## config.mk

```make
export PLATFORM = sky130hd
export DESIGN_NAME = selector_sprite_blitter_flat
export DESIGN_NICKNAME = d
export VERILOG_FILES = /design/src/rtl/selector_sprite_blitter_if.sv /design/src/rtl/selector_sprite_blitter.sv /design/src/flat_wrapper.sv
export SDC_FILE = /design/constraint.sdc
export NUM_CORES = 1
export LEC_CHECK = 0
export ABC_AREA = 1
export ABC_CLOCK_PERIOD_IN_PS = 4300
export CAP_MARGIN = 10
export CORE_MARGIN = 4
export CORE_UTILIZATION = 57
export CTS_CLUSTER_DIAMETER = 100
export DETAILED_ROUTE_END_ITERATION = 10
export PLACE_DENSITY = 0.87
export SLEW_MARGIN = 0
export SYNTH_ARGS = -nofsm -noshare
export SYNTH_HDL_FRONTEND = slang
export SYNTH_SLANG_ARGS = --single-unit
```

## constraint.sdc

```tcl
create_clock -name clk -period 4.3 [get_ports clk]
set_clock_uncertainty 0.2 [all_clocks]
set_input_delay 0.43 -clock clk [delete_from_list [all_inputs] [get_ports clk]]
set_output_delay 0.43 -clock clk [all_outputs]
set_load 0.05 [all_outputs]
```

## src/rtl/selector_sprite_blitter_if.sv

```systemverilog
// Pixel write channel from the sprite blitter to the frame buffer:
// valid/ready handshake carrying screen coordinates and the sprite bit.
interface selector_sprite_blitter_if #(
  parameter int XW = 10,
  parameter int YW = 10
);
  logic          px_valid;
  logic          px_ready;
  logic [XW-1:0] px_x;
  logic [YW-1:0] px_y;
  logic          px_on;

  modport master (
    output px_valid, px_x, px_y, px_on,
    input  px_ready
  );

  modport slave (
    input  px_valid, px_x, px_y, px_on,
    output px_ready
  );
endinterface

```

## src/rtl/selector_sprite_blitter.sv

```systemverilog
// Walks the selector sprite ROM row by row and streams one offset
// pixel write per column into the frame buffer.
module selector_sprite_blitter #(
  parameter int ROWS      = 66,
  parameter int COLS      = 59,
  parameter int AW        = 7,
  parameter int XW        = 10,
  parameter int YW        = 10,
  parameter int SKIP_ZERO = 0
) (
  input  logic            clk,
  input  logic            rst_n,
  input  logic            start,
  input  logic            abort,
  input  logic [XW-1:0]   x0,
  input  logic [YW-1:0]   y0,
  output logic            busy,
  output logic            done,
  output logic [AW-1:0]   rom_addr,
  input  logic [COLS-1:0] rom_data,
  selector_sprite_blitter_if.master px
);
  localparam int CW = $clog2(COLS);

  typedef enum logic [1:0] {
    IDLE, FETCH, SCAN, FIN
  } state_t;

  state_t          state;
  logic [XW-1:0]   xo;
  logic [YW-1:0]   yo;
  logic [AW-1:0]   row;
  logic [CW-1:0]   col;
  logic [CW-1:0]   ncol;
  logic [COLS-1:0] row_buf;
  logic [COLS-1:0] shifted;
  logic            nbit;
  logic            adv;
  logic            last_col;
  logic            last_row;

  // Next column's bit sits at the MSB once shifted left by its index.
  assign ncol     = col + 1'b1;
  assign shifted  = row_buf << ncol;
  assign nbit     = shifted[COLS-1];
  assign adv      = !px.px_valid || px.px_ready;
  assign last_col = col == CW'(COLS - 1);
  assign last_row = row == AW'(ROWS - 1);

  always_ff @(posedge clk or negedge rst_n) begin
    if (!rst_n) begin
      state       <= IDLE;
      busy        <= 1'b0;
      done        <= 1'b0;
      rom_addr    <= '0;
      row         <= '0;
      col         <= '0;
      row_buf     <= '0;
      xo          <= '0;
      yo          <= '0;
      px.px_valid <= 1'b0;
      px.px_x     <= '0;
      px.px_y     <= '0;
      px.px_on    <= 1'b0;
    end else if (abort && state != IDLE) begin
      state       <= IDLE;
      busy        <= 1'b0;
      done        <= 1'b0;
      px.px_valid <= 1'b0;
    end else begin
      unique case (state)
        IDLE: begin
          done <= 1'b0;
          if (start) begin
            xo       <= x0;
            yo       <= y0;
            row      <= '0;
            rom_addr <= '0;
            busy     <= 1'b1;
            state    <= FETCH;
          end
        end
        FETCH: begin
          row_buf     <= rom_data;
          col         <= '0;
          px.px_x     <= xo;
          px.px_y     <= yo + YW'(row);
          px.px_on    <= rom_data[COLS-1];
          px.px_valid <= (SKIP_ZERO == 0) || rom_data[COLS-1];
          state       <= SCAN;
        end
        SCAN: begin
          if (adv) begin
            if (last_col) begin
              px.px_valid <= 1'b0;
              if (last_row) begin
                busy  <= 1'b0;
                done  <= 1'b1;
                state <= FIN;
              end else begin
                row      <= row + 1'b1;
                rom_addr <= row + 1'b1;
                state    <= FETCH;
              end
            end else begin
              col         <= ncol;
              px.px_x     <= xo + XW'(ncol);
              px.px_on    <= nbit;
              px.px_valid <= (SKIP_ZERO == 0) || nbit;
            end
          end
        end
        FIN: begin
          done  <= 1'b0;
          state <= IDLE;
        end
        default: state <= IDLE;
      endcase
    end
  end
endmodule

```

## src/flat_wrapper.sv

```systemverilog
// flat-port wrapper written by rule: the top's interface ports become plain ports
module selector_sprite_blitter_flat 
#(
  parameter int ROWS      = 66,
  parameter int COLS      = 59,
  parameter int AW        = 7,
  parameter int XW        = 10,
  parameter int YW        = 10,
  parameter int SKIP_ZERO = 0
)
  (clk, rst_n, start, abort, x0, y0, busy, done, rom_addr, rom_data, px_px_valid, px_px_x, px_px_y, px_px_on, px_px_ready);
  selector_sprite_blitter_if #(.XW(XW), .YW(YW)) px_i ();
  input  logic clk;
  input  logic rst_n;
  input  logic start;
  input  logic abort;
  input  logic [XW-1:0] x0;
  input  logic [YW-1:0] y0;
  output logic busy;
  output logic done;
  output logic [AW-1:0] rom_addr;
  input  logic [COLS-1:0] rom_data;
  output wire logic [$bits(px_i.px_valid)-1:0] px_px_valid;
  output wire logic [$bits(px_i.px_x)-1:0] px_px_x;
  output wire logic [$bits(px_i.px_y)-1:0] px_px_y;
  output wire logic [$bits(px_i.px_on)-1:0] px_px_on;
  input wire logic [$bits(px_i.px_ready)-1:0] px_px_ready;
  assign px_px_valid = px_i.px_valid;
  assign px_px_x = px_i.px_x;
  assign px_px_y = px_i.px_y;
  assign px_px_on = px_i.px_on;
  assign px_i.px_ready = px_px_ready;
  selector_sprite_blitter #(.ROWS(ROWS), .COLS(COLS), .AW(AW), .XW(XW), .YW(YW), .SKIP_ZERO(SKIP_ZERO)) u_core (.clk(clk), .rst_n(rst_n), .start(start), .abort(abort), .x0(x0), .y0(y0), .busy(busy), .done(done), .rom_addr(rom_addr), .rom_data(rom_data), .px(px_i));
endmodule
```

# Word-level counts from Yosys, hierarchy flattened
# Index checks and enable logic that the tools add are counted.
# totals
reg_bits,118
# op_classes
n_mux,35
shifts,1
eq_ne,14
n_addsub,4
n_reduce_logical,19
bitwise,1
# op_table
cell,n
$shl A59 B6 Y59,1
$mux W7,4
$mux W10,2
$pmux W10 S2,1
$mux W1,14
$pmux W7 S2,1
$mux W6,2
$pmux W6 S2,1
$add A10 B6 Y10,1
$add A10 B7 Y10,1
$mux W2,5
$ne A3 B1 Y1 const B,3
$reduce_bool A3 Y1,3
$pmux W1 S2,4
$pmux W2 S4,1
$reduce_and A4 Y1,2
$add A7 B1 Y7 const B,1
$eq A7 B7 Y1 const B,1
$add A6 B1 Y6 const B,1
$eq A6 B6 Y1 const B,1
$ne A2 B2 Y1 const B,3
$reduce_and A3 Y1,2
$reduce_and A6 Y1,1
$reduce_bool A2 Y1,3
12 further kinds,15

# Logic depth before layout (Yosys ltp)
# Gate-level depths: netlist of run 1.
# logic_depth
ltp_word,6
depth_mapped,16

# Least setup slack after synthesis of run 1
# Ideal clock, no wire load.
# synth_path
path_kind,register -> register
start,register u_core.col[0]
end,register u_core.px.px_x[5]
stages_incl_launch_ff,15
setup_ps,77
period_less_slack_ps,2573
required_time_ps,4023
arrival_ps,2296
path_slack_ps,1727
path_buffers,2
cell_sequence,dfrtp_1 inv_2 buf_2 ha_1 inv_1 clkbuf_1 ha_1 nand3_1 nand2_1 nand2_1 nand2_1 o21ai_0 and2_1 o21ai_0 a21oi_1
# synth_between
elab_chain_len,5
# synth_lines
item,line,source
"start, declared",selector_sprite_blitter.sv:33,logic [CW-1:0] col;
"start signal, assigned",selector_sprite_blitter.sv:106,col <= ncol;
$add A6 B1 Y6,selector_sprite_blitter.sv:43,assign ncol = col + 1'b1;
$add A10 B6 Y10,selector_sprite_blitter.sv:107,px.px_x <= xo + XW'(ncol);
$mux W10,selector_sprite_blitter.sv:94,if (last_col) begin
$mux W10,selector_sprite_blitter.sv:93,if (adv) begin
$pmux W10 S2,selector_sprite_blitter.sv:71,unique case (state)
"end signal, assigned",selector_sprite_blitter.sv:86,px.px_x <= xo;
"end signal, assigned",selector_sprite_blitter.sv:107,
"end, declared",selector_sprite_blitter_if.sv:14,"output px_valid, px_x, px_y, px_on,"
# Several ways; a longest one is shown, not always the timed one. The select of a mux whose other input is x is not followed.
# A chain may end at the register's enable or synchronous reset.

# Worst setup path in the final report of run 1
# layout_path
start,register u_core.col[0]
end,register u_core.px.px_x[9]
# Same word-level chain as after synthesis.

==> summary by stage, run 1 <==
Run status
The flow ran to the end, and the final reports show no timing, DRC or antenna violations.

Synth
The fraction of the yosys area taken by sequential cells is 47.44%. The synthesized design contains 0 enable-type register cells. The synthesized netlist occupies a cell area of 6225 sq um. The number of nets produced by synthesis is 872. For this run, the leading register cell type out of synthesis is dfrtp_1. The fraction of post-synthesis cell area in the top cell type by area is 47.44%. The total of flip-flops plus latches after synthesis is 118. By area the synthesized netlist is led by dfrtp_1 (47%), nand2_1 (13%), o21ai_0 (5.7%).

The netlist uses 44 different library cells. The cell taking the most area after synthesis is dfrtp_1. In the synthesized netlist the async set-or-reset flop fraction comes to 100.0%. The gate count after technology mapping is 766. The number of synthesis warnings is 0. Each instance of the synthesized netlist takes up on average 8.126 sq um.

Timing
For the pin with the worst max-slew slack, the measured transition is 1.059 ns. After layout, the minimum clock period comes to 3.319 ns. The portion of the clock cycle consumed by the worst path in the final layout is 77.19%. The total count of hold-check failures in the final report is 0. The final setup slack of the worst path is 0.9808 ns. The headroom to the max-slew limit is 29.26%. The number of pins exceeding their max-slew limit in the final report is 0. The maximum clock frequency is 301.3 MHz. The final setup violation count is 0. The final setup TNS is 0 ns. Setup repair after global routing left no endpoint under its margin.

CTS
The number of H-tree levels is 4. The TritonCTS clock tree is done. The number of clock buffers added by TritonCTS is 17. The number of hold buffers added after CTS was 1. The clock edge transition at the registers on the reported setup and hold paths is 0.05 ns. Post-CTS timing repair inserted 0 buffers for setup.

The cell at the root of the clock tree is clkbuf_8. The number of gates resized after cts is 0. The clock latency of the later-clocked register in the worst-skew pair is 0.52 ns. The tree built by TritonCTS fans out to 118 sinks. In this run the deepest clock path goes through 2 buffers.

Global route
The first global-routing pass estimated 26010 um of wire. The total global routing overflow is 0. The number of antenna violations at the first check in global routing is 0. The via count of the first global-routing pass is 5414.

Entering global routing, the biggest net connects 112 pins. The total routing usage reported by global routing is 25.51%.

Layout
The number of antenna diodes in the final layout is 0. The finished cells cover 7903 sq um. The area added between synthesis and finish is 26.95%.

The number of nets in the finished design is 978. Cells with a size suffix above 1 make up 8.267% of the layout. The post-layout utilization of the core is 75.53%. The fill cell total of the finished layout is 780.

Route
In the final routed layout, each cell accounts on average for 15.27 um. The count of nets left with antenna violations once routing finished came out at 0. The detailed router placed 5416 vias in this run. For this block, the initial DRC count from the detailed router was 375. The detailed-routing iteration count for the pre-antenna-repair pass is 5. The post-detailed-routing wire length is 15570 um. For this run, design rule violations remaining after detail routing come to 0.

After detailed routing, the number of vias per cell comes to 5.315.

Worst setup path
STA classifies the critical path startpoint as a flop. The type of the setup path with the least slack is flop to flop. By instance count, the cell type seen most on the critical path is nand2_1. The maximum single-stage delay on the critical path is 0.67 ns. The worst-path cell with the longest stage delay is ha_1. STA puts the critical path data required time at 4.51 ns. The arrival time reported for the critical path endpoint is 3.53 ns.

The worst setup path is captured at a flop. Along the worst path, the maximum fanout reaches 24. Tracing the worst setup path back leads to its startpoint at u_core.col[0]. The launch instance of the worst register-to-register path is u_core.col[0]. Traced cell by cell, the critical path runs through inv_2, ha_1, inv_1, ha_1, nand3_1, nand2_1, nand4_1, o211ai_1, nand4_1, inv_1, nand2_1, nand3_1, nand2_1.

Placement
The total cell area at the placement stage is 7393 sq um. The count of buffers added on input and output ports is 114. The post-DP HPWL is 10890 um. OpenSTA, run right after detailed placement, puts the worst setup slack at 1.022 ns. The placer congestion estimate is 0.8538.

Floorplanning
Row generation in the floorplan step produced 37 rows. The die is 112.5 um tall. For this configuration, the core starts out at a cell density of 59.50%. Measured along the x axis, the die boundary spans 112.5 um. The area enclosed by the die boundary is 12660 sq um. The region available for standard cell placement spans 10460 sq um. The number of top-level design ports is 115.

Job
The number of max-capacitance violations reported is 0.

Power and ir drop
For this design the static power due to leakage is 3.795 nW. The ratio of total power to cell area is 804.5 nW/um^2. VDD sags by at most 0.6383 mV.

Worst hold path
In this run the worst hold path is classified as input port to flop. The beginning of the worst hold path is rom_data[17].
## cells by family after synthesis
| logic type | count (synthesis) | synth area share [%] |
|---|---|---|
| flops | 118 | 47.44 |
| fa+ha+maj | 22 | 4.663 |
| buf+inv | 123 | 8.422 |
| xor+xnor | 14 | 2.211 |
| compound gates | 120 | 10.67 |
| mux | 12 | 2.171 |
| simple gates | 357 | 24.42 |
## layout make-up
type	count	area, sq um	area share (%)
multi-input cells	525	2755	34.86
flip-flops and latches	118	2953	37.37
clock inverters	5	25.02	0.3167
clock buffers	25	474.2	6.001
inverters	91	346.6	4.386
well taps	136	170.2	2.153
repair buffers	119	1179	14.91
## cells in the mapped netlist (3+ instances only)
cell type / number
a21oi_1: 22
a31oi_1: 4
buf_2: 15
buf_4: 4
clkbuf_1: 11
dfrtp_1: 118
ha_1: 20
inv_1: 85
inv_2: 4
mux2_2: 12
nand2_1: 219
nand2_2: 9
nand3_1: 54
nand4_1: 8
nor2_1: 54
nor3_1: 3
o211ai_1: 4
o21a_1: 3
o21ai_0: 71
o21ai_1: 4
o21ai_2: 4
o221ai_1: 3
xnor2_1: 3
xor2_1: 9
## report_power, final
part           switching [mW]  leakage [nW]  internal (mW)
sequential              0.320          1.44           1.65
clock                   0.458         0.251          0.740
combinational            2.08          2.10           1.11
## routing by layer
layer	global-route usage [%]	part of all wire [%]	vias to the layer above
met5	0	0	-
met4	7.292	1.4	0
met3	7.008	6.7	23
met2	41.12	48	182
met1	34.11	44	2547
li1	-	-	2664
## worst paths after layout
kind / slack [ns] / end / depth (start not counted)
max: 0.98 / u_core.px.px_x[9] / 13
min in group asynchronous: 0.36 / u_core.row_buf[14] / 2
min reg2reg: 0.27 / u_core.row_buf[32] / 2
max in group asynchronous: 2.61 / u_core.xo[2] / 3
min: 0.26 / u_core.row_buf[17] / 3
max reg2reg: 0.98 / u_core.px.px_x[9] / 13
## flip-flops by register name, indices dropped and copies added, names as in the netlist, 2 cells and up
register and flops:
u_core.px.px_x 10, u_core.row_buf 59, u_core.col 6, u_core.xo 10, u_core.yo 10, u_core.px.px_y 10, u_core.row 7, u_core.state 2
## cells in the final DEF (no fill, tap or decap), types with 2 or more instances in the layout
master / synthesis / routed
fa_1: 2 / 2
o21ai_0: 71 / 71
clkbuf_16: 0 / 16
clkinv_2: 0 / 5
or2_2: 2 / 2
o21ai_1: 4 / 4
o21a_1: 3 / 3
nand2_1: 219 / 219
o221ai_1: 3 / 3
nand3_1: 54 / 54
clkbuf_1: 11 / 5
a31oi_1: 4 / 4
o211ai_1: 4 / 4
dfrtp_1: 118 / 118
mux2_2: 12 / 12
xor2_1: 9 / 9
xnor2_1: 3 / 3
inv_1: 85 / 85
clkdlybuf4s50_1: 0 / 113
clkbuf_8: 0 / 4
ha_1: 20 / 20
nor2_1: 54 / 53
nor3_1: 3 / 3
inv_2: 4 / 4
o21ai_2: 4 / 4
nand4_1: 8 / 8
xor2_2: 2 / 2
buf_4: 4 / 5
nand2_2: 9 / 9
a21oi_1: 22 / 22
## worst max-delay path, delay by kind of cell, from the launching register on
family / cells / cell delay, ns
adder cells (fa/ha/maj): 2 / 1.06
buffers and inverters: 3 / 0.82
AND/OR/NAND/NOR: 7 / 0.58
flip-flops: 1 / 0.38
AO/OA/AOI/OAI: 1 / 0.16
## per-stage QoR
step                power [mW]  hold WS (ns)  cells
global route             6.842        0.2549   1019
CTS                      6.369        0.2491   1019
floorplan                4.304      -0.06559    766
global placement         5.007        0.2542    988
detailed placement       5.140        0.2593    988
finish                   6.357        0.2566   1019
No activity file was read; power rests on OpenSTA's default activity.
==> inputs of run 2 (changes only) <==
--- a/config.mk
+++ b/config.mk
@@ -6,13 +6,13 @@
 export NUM_CORES = 1
 export LEC_CHECK = 0
 export ABC_AREA = 1
-export ABC_CLOCK_PERIOD_IN_PS = 4300
+export ABC_CLOCK_PERIOD_IN_PS = 3000
 export CAP_MARGIN = 10
 export CORE_MARGIN = 4
-export CORE_UTILIZATION = 57
+export CORE_UTILIZATION = 48
 export CTS_CLUSTER_DIAMETER = 100
 export DETAILED_ROUTE_END_ITERATION = 10
-export PLACE_DENSITY = 0.87
+export PLACE_DENSITY = 0.78
 export SLEW_MARGIN = 0
 export SYNTH_ARGS = -nofsm -noshare
 export SYNTH_HDL_FRONTEND = slang
==> constraint.sdc (replaced) <==
create_clock -name clk -period 3 [get_ports clk]
set_clock_uncertainty 0.2 [all_clocks]
set_input_delay 0.3 -clock clk [delete_from_list [all_inputs] [get_ports clk]]
set_output_delay 0.3 -clock clk [all_outputs]
set_load 0.05 [all_outputs]
==> run 2 against run 1 <==
Compared with the run above: critical path depth is the same; final area increased by 2.7%; sequential share of layout area shrank 0.97 points; largest cell class unchanged; largest power group unchanged.
==> summary by stage, run 2 (synthesis results as in run 1) <==
Run status
The flow ran to the end, and the final reports show no timing, DRC or antenna violations.

Worst hold path
The min-delay analysis places its worst path in the category input port to async pin.

Placement
The count of input and output buffers is 114 (unchanged). The post-DP HPWL is 10800 um (-0.81%). The placer congestion estimate was 0.8824 (+3.3%). The total cell area at the placement stage is 7561 sq um (+2.3%).

Global route
The total global routing overflow was 0 (unchanged). The largest net degree at the start of global routing was 112 (unchanged). The first-pass GRT wire length is 25320 um (-2.7%). The total routing usage reported by global routing is 21.78% (-3.7 points). The number of antenna violations at the first check in global routing came to 0 (unchanged). The via count of the first global-routing pass was 5153 (-4.8%).

Floorplanning
The number of top-level design ports is 115 (unchanged). The core footprint came to 12670 sq um (+21%). The area enclosed by the die boundary was 14850 sq um (+17%). The number of rows created at floorplan was 41 (+11%).

The width of the die is 121.9 um (+8.3%). The effective utilization at floorplan came to 49.13% (-10 points). The die extent in y is 121.9 um (+8.3%).

CTS
The number of gates resized after cts is 0 (unchanged). The cell at the root of the clock tree is clkbuf_16. The maximum clock insertion buffer count is 2 (unchanged). The clock latency of the later-clocked register in the worst-skew pair came to 0.41 ns (-0.11 ns). The number of H-tree levels is 4 (unchanged). The number of sinks driven by the clock tree is 118 (unchanged). The clock edge transition at the registers on the reported setup and hold paths is 0.05 ns (about the same).

The number of buffers inserted during clock tree synthesis is 17 (unchanged). The TritonCTS clock tree is done.

Timing
The slew at the pin closest to its max-slew limit came to 0.5579 ns (-0.5007 ns). The number of pins exceeding their max-slew limit in the final report is 0 (unchanged). The total count of hold-check failures in the final report came to 0 (unchanged). The headroom to the max-slew limit was 62.81% (+34 points). The time the worst path needs with I/O delays and setup is 2.627 ns (-0.6922 ns). The final setup violation count was 0 (unchanged). The portion of the clock cycle consumed by the worst path in the final layout is 87.57% (+10 points). The final setup TNS is 0 ns (unchanged).

The maximum clock frequency was 380.7 MHz (+26%). Setup repair after global routing left no endpoint under its margin.

Power and ir drop
The maximum VDD drop is 0.8142 mV (+28%). The total design power is 9.350 mW (+47%). The leakage power figure was 3.882 nW (+2.3%). The ratio of total power to cell area is 1152 nW/um^2 (+43%).

Route
The via count is 5409 (-0.13%). The post-detailed-routing wire length is 15320 um (-1.6%). The number of violations reported at the end of detailed-routing iteration 0 came to 479 (+28%).

The per-cell routed wire length is 14.33 um (-6.2%). The detailed-routing iteration count for the pre-antenna-repair pass came to 7 (+2). The via-per-instance ratio is 5.060 (-4.8%). The residual antenna-violating net count after detailed routing is 0 (unchanged). The number of remaining DRC errors came to 0 (unchanged).

Worst setup path
The largest fanout on the critical path is 6 (-75%). The type of the setup path with the least slack is flop to flop. The data required time of the critical path is 3.15 ns (-1.36 ns).

The worst-path cell with the longest stage delay is dfrtp_1. The critical path goes through inv_2, ha_1, fa_1, nand3b_1, nand2_1, nand2_1, nand2_1, a21oi_1, nor2_1, nand2_1, o21ai_0, nand3_1, nand2_1. The maximum single-stage delay on the critical path was 0.47 ns (-0.20 ns). The reg-to-reg setup timing slack is 0.37 ns (-0.61 ns). The worst setup path is captured at a flop. The worst setup path is launched from a flop. The cell type with the highest occurrence count on the critical path is nand2_1. The arrival time reported for the critical path endpoint is 2.78 ns (-0.75 ns).

Layout
The area added between synthesis and finish is 30.33%. The top cell types in the final layout, fill and taps aside, are nand2_1 (219), dfrtp_1 (118), clkdlybuf4s50_1 (113). The final design instance area without fill came to 8113 sq um (+2.7%). The number of nets in the finished design was 991 (+1.3%). The total inserted antenna cells is 0 (unchanged).

The number of flip-flops under the largest register name is 59 (unchanged). The share of final-layout standard cells stronger than drive strength 1 is 9.699% (+1.4 points). The library cell used most frequently in the layout, excluding fill and tap cells, is nand2_1. The top register by number of flip-flops is u_core.row_buf.

Job
The number of max-capacitance violations reported is 0 (unchanged).
run 2: cell count changes in the layout (fill, tap and decap cells not counted), sizes merged:
cell and change:
clkinv -2, clkbuf +3, buf +13
run 2: routing by layer:
metal / wire, um / up-vias / global-route usage [%]
met5: 0 / - / 0
met4: 217 / 0 / 8.613
met3: 1211 / 18 / 5.896
met2: 6927 / 189 / 32.94
met1: 6964 / 2519 / 29.96
li1: - / 2683 / -
run 2: layout make-up:
class / count / area, sq um
flip-flops and latches: 118 / 2953
inverters: 91 / 346.6
multi-input cells: 525 / 2755
fillers: 1087 / 4558
repair buffers: 132 / 1301
well taps: 172 / 215.2
clock buffers: 28 / 526.8
clock inverters: 3 / 15.01
run 2: report_power, final:
part | switching [mW] | internal, mW | total, mW
clock network | 0.664 | 1.18 | 1.84
registers | 0.441 | 2.36 | 2.80
logic | 3.01 | 1.70 | 4.71
total | 4.12 | 5.23 | 9.35
run 2: final timing paths:
kind,start,end,cells after the start
max,u_core.col[0],u_core.px.px_x[8],13
min,rst_n,u_core.row_buf[13],2
max reg2reg,u_core.col[0],u_core.px.px_x[8],13
min reg2reg,u_core.row_buf[28],u_core.row_buf[28],2
max in group asynchronous,rst_n,u_core.state[0],3
min in group clk,rom_data[28],u_core.row_buf[28],3
run 2: what timing repair did:
| action | CTS | global route |
|---|---|---|
| buffers inserted | 0 | 0 |
| hold buffers | 1 | 0 |
| endpoints found under the hold margin | 39 | 0 |
| setup endpoints to repair | 0 | 0 |
run 2: through the flow:
step	hold slack, ns	setup slack, ns	utilization [%]	std cells
6_report	0.2286	0.3730	64.03	1069
5_1_grt	0.2351	0.1128	64.03	1069
4_1_cts	0.2121	0.3719	64.03	1069
3_5_place_dp	0.1279	0.3906	59.67	1037
3_3_place_gp	0.1210	0.4754	59.67	1037
2_1_floorplan	-0.1956	0.4268	-	766
run 2: worst max-delay path, delay by kind of cell, from the launching register on:
kind | cells | cell delay [ns]
DFF | 1 | 0.47
AOI/OAI and AO/OA | 2 | 0.20
buffers and inverters | 1 | 0.08
adders and majority gates | 2 | 0.81
and+or+nand+nor | 8 | 0.80
==> inputs of run 3 (changes only) <==
--- a/config.mk
+++ b/config.mk
@@ -8,11 +8,14 @@
 export ABC_AREA = 1
 export ABC_CLOCK_PERIOD_IN_PS = 3000
 export CAP_MARGIN = 10
+export CELL_PAD_IN_SITES_DETAIL_PLACEMENT = 0
+export CELL_PAD_IN_SITES_GLOBAL_PLACEMENT = 1
 export CORE_MARGIN = 4
-export CORE_UTILIZATION = 48
+export CORE_UTILIZATION = 35
 export CTS_CLUSTER_DIAMETER = 100
 export DETAILED_ROUTE_END_ITERATION = 10
-export PLACE_DENSITY = 0.78
+export PLACE_DENSITY = 0.77
+export REMOVE_ABC_BUFFERS = 1
 export SLEW_MARGIN = 0
 export SYNTH_ARGS = -nofsm -noshare
 export SYNTH_HDL_FRONTEND = slang
==> run 3 against run 2 <==
Compared with the run above: die area grew 35%; fmax fell by 1.2%; final area rose by 2.5%; setup slack got worse by 0.031 ns; utilization down 16 points; highest routed layer unchanged.
==> summary by stage, run 3 (synthesis results as in run 1) <==
Worst setup path
In this run the critical register-to-register path is captured at u_core.px.px_x[8]. The reg-to-reg setup timing slack is 0.34 ns (-0.03 ns). The type of the setup path with the least slack is flop to flop. The arrival time reported for the critical path endpoint was 2.81 ns (+0.03 ns). STA classifies the critical path endpoint as a flop. The launch instance of the worst register-to-register path is u_core.col[0].

The largest fanout on the critical path came to 7 (+1). The kind of launch point of the worst setup path is a flop. The data required time of the critical path is 3.15 ns (about the same). The depth of the most critical reg-to-reg path came to 13 (unchanged).

Floorplanning
The area enclosed by the die boundary is 19980 sq um (+35%). The die extent in y is 141.4 um (+16%). The width of the die is 141.4 um (+16%). The number of rows created at floorplan is 48 (+17%). The effective utilization at floorplan is 35.86% (-13 points).

The number of top-level design ports is 115 (unchanged). The core footprint came to 17360 sq um (+37%).

CTS
The maximum clock insertion buffer count is 2 (unchanged). The number of sinks driven by the clock tree is 118 (unchanged). The TritonCTS clock tree is done. The hold buffer count at cts is 1 (unchanged). The number of H-tree levels is 4 (unchanged). The number of buffers inserted during clock tree synthesis came to 17 (unchanged). The cell at the root of the clock tree is clkbuf_16. The clock edge transition at the registers on the reported setup and hold paths is 0.05 ns (about the same). The clock latency of the later-clocked register in the worst-skew pair is 0.41 ns (about the same).

The number of buffers inserted by post-CTS setup repair is 0 (unchanged). The number of gates resized after cts was 0 (unchanged).

Layout
The number of flip-flops under the largest register name is 59 (unchanged). The total inserted antenna cells came to 0 (unchanged). The share of final-layout standard cells stronger than drive strength 1 came to 10.65% (+0.96 points).

Leaving out fill and tap cells, the most frequent cell in the layout is nand2_1. From synthesis to final layout, the design area changed by 33.53%. The post-layout utilization of the core came to 47.89% (-16 points). The number of nets in the finished design is 994 (+0.30%). In the layout the commonest cells are nand2_1 (219), dfrtp_1 (118), clkdlybuf4s50_1 (113). u_core.row_buf holds more flip-flops than any other register.

The fill cell total of the finished layout is 1754 (+61%).

Route
The post-detailed-routing wire length is 15690 um (+2.4%). The residual antenna-violating net count after detailed routing came to 0 (unchanged). The via count is 5261 (-2.7%). The number of violations reported at the end of detailed-routing iteration 0 came to 178 (-63%).

The detailed-routing iteration count for the pre-antenna-repair pass is 5 (-2). The number of remaining DRC errors is 0 (unchanged). The via-per-instance ratio was 4.672 (-7.7%).

The per-cell routed wire length is 13.93 um (-2.8%).

Timing
The headroom to the max-slew limit was 60.49% (-2.3 points). The number of pins exceeding their max-slew limit in the final report came to 0 (unchanged). The maximum clock frequency was 376.2 MHz (-1.2%). The slew at the pin closest to its max-slew limit came to 0.5927 ns (+0.03486 ns). The final setup TNS is 0 ns (unchanged). The final setup violation count came to 0 (unchanged).

Setup repair after global routing left no endpoint under its margin. The minimum hold slack is 0.2294 ns (+0.0008560 ns). The total count of hold-check failures in the final report is 0 (unchanged). The portion of the clock cycle consumed by the worst path in the final layout is 88.61% (+1.0 points).

The time the worst path needs with I/O delays and setup came to 2.658 ns (+0.03120 ns).

Placement
The placer congestion estimate came to 0.8314 (-5.8%). The post-DP HPWL is 11070 um (+2.5%). The count of input and output buffers is 114 (unchanged).

Power and ir drop
The maximum VDD drop was 0.5313 mV (-35%). The ratio of total power to cell area was 1169 nW/um^2 (+1.4%). The leakage power figure is 3.928 nW (+1.2%).

Global route
The number of antenna violations at the first check in global routing is 0 (unchanged). The largest net degree at the start of global routing is 112 (unchanged). The total global routing overflow was 0 (unchanged).

The total routing usage reported by global routing is 16.35% (-5.4 points). The via count of the first global-routing pass is 5309 (+3.0%). The first-pass GRT wire length came to 26180 um (+3.4%).

Job
The number of max-capacitance violations reported was 0 (unchanged).

Worst hold path
The type of the most critical hold path is input port to async pin.

Run status
The run finished with clean final reports.
==> run 3: report_power, final <==
part	switching (mW)	internal [mW]	leakage (nW)	total [mW]
logic	3.00	1.72	2.18	4.73
clock network	0.739	1.48	0.304	2.22
registers	0.417	2.35	1.44	2.77
==> run 3: through the flow <==
stage | instances | setup slack [ns] | power [mW] | cell area (sq um)
global route | 1126 | 0.1648 | 10.56 | 8312
global placement | 1093 | 0.4070 | 7.525 | 7650
floorplan | 734 | -3.527 | 6.019 | 6047
CTS | 1126 | 0.3433 | 9.839 | 8312
finish | 1126 | 0.3418 | 9.715 | 8312
detailed placement | 1093 | 0.3662 | 7.572 | 7650
==> run 3: layer usage <==
layer	global-route usage (%)	vias up	part of all wire [%]
met4	4.131	0	0.71
li1	-	2698	-
met1	22.00	2443	47
met3	4.651	9	6.4
met5	0	-	0
met2	26.11	111	46
==> run 3: worst max-delay path, cell delays in order, from the launching register on <==
cell and delay [ns]:
dfrtp_1 0.43, inv_2 0.07, ha_1 0.42, fa_1 0.49, nand3b_1 0.18, nand2_1 0.09, nand2_1 0.06, nand2_1 0.06
a21oi_1 0.06, nor2_1 0.16, nand2_1 0.09, o21ai_0 0.15, nand3_1 0.09, nand2_1 0.06
==> run 3: worst max-delay path by stage <==
stage	startpoint	to	slack, ns
floorplan	u_core.state[0]	u_core.done	-3.53
global placement	u_core.col[0]	u_core.px.px_x[8]	0.41
detailed placement	u_core.col[0]	u_core.px.px_x[8]	0.37
CTS	u_core.col[0]	u_core.px.px_x[8]	0.34
global route	u_core.col[0]	u_core.px.px_x[8]	0.16
finish	u_core.col[0]	u_core.px.px_x[8]	0.34
==> run 3: area by class of cell <==
type | count | area [sq um] | share of cell area, %
inverters | 91 | 346.6 | 4.170
flip-flops and latches | 118 | 2953 | 35.53
well taps | 225 | 281.5 | 3.387
clock inverters | 11 | 171.4 | 2.062
multi-input cells | 525 | 2755 | 33.15
clock buffers | 21 | 480.5 | 5.781
repair buffers | 135 | 1324 | 15.93
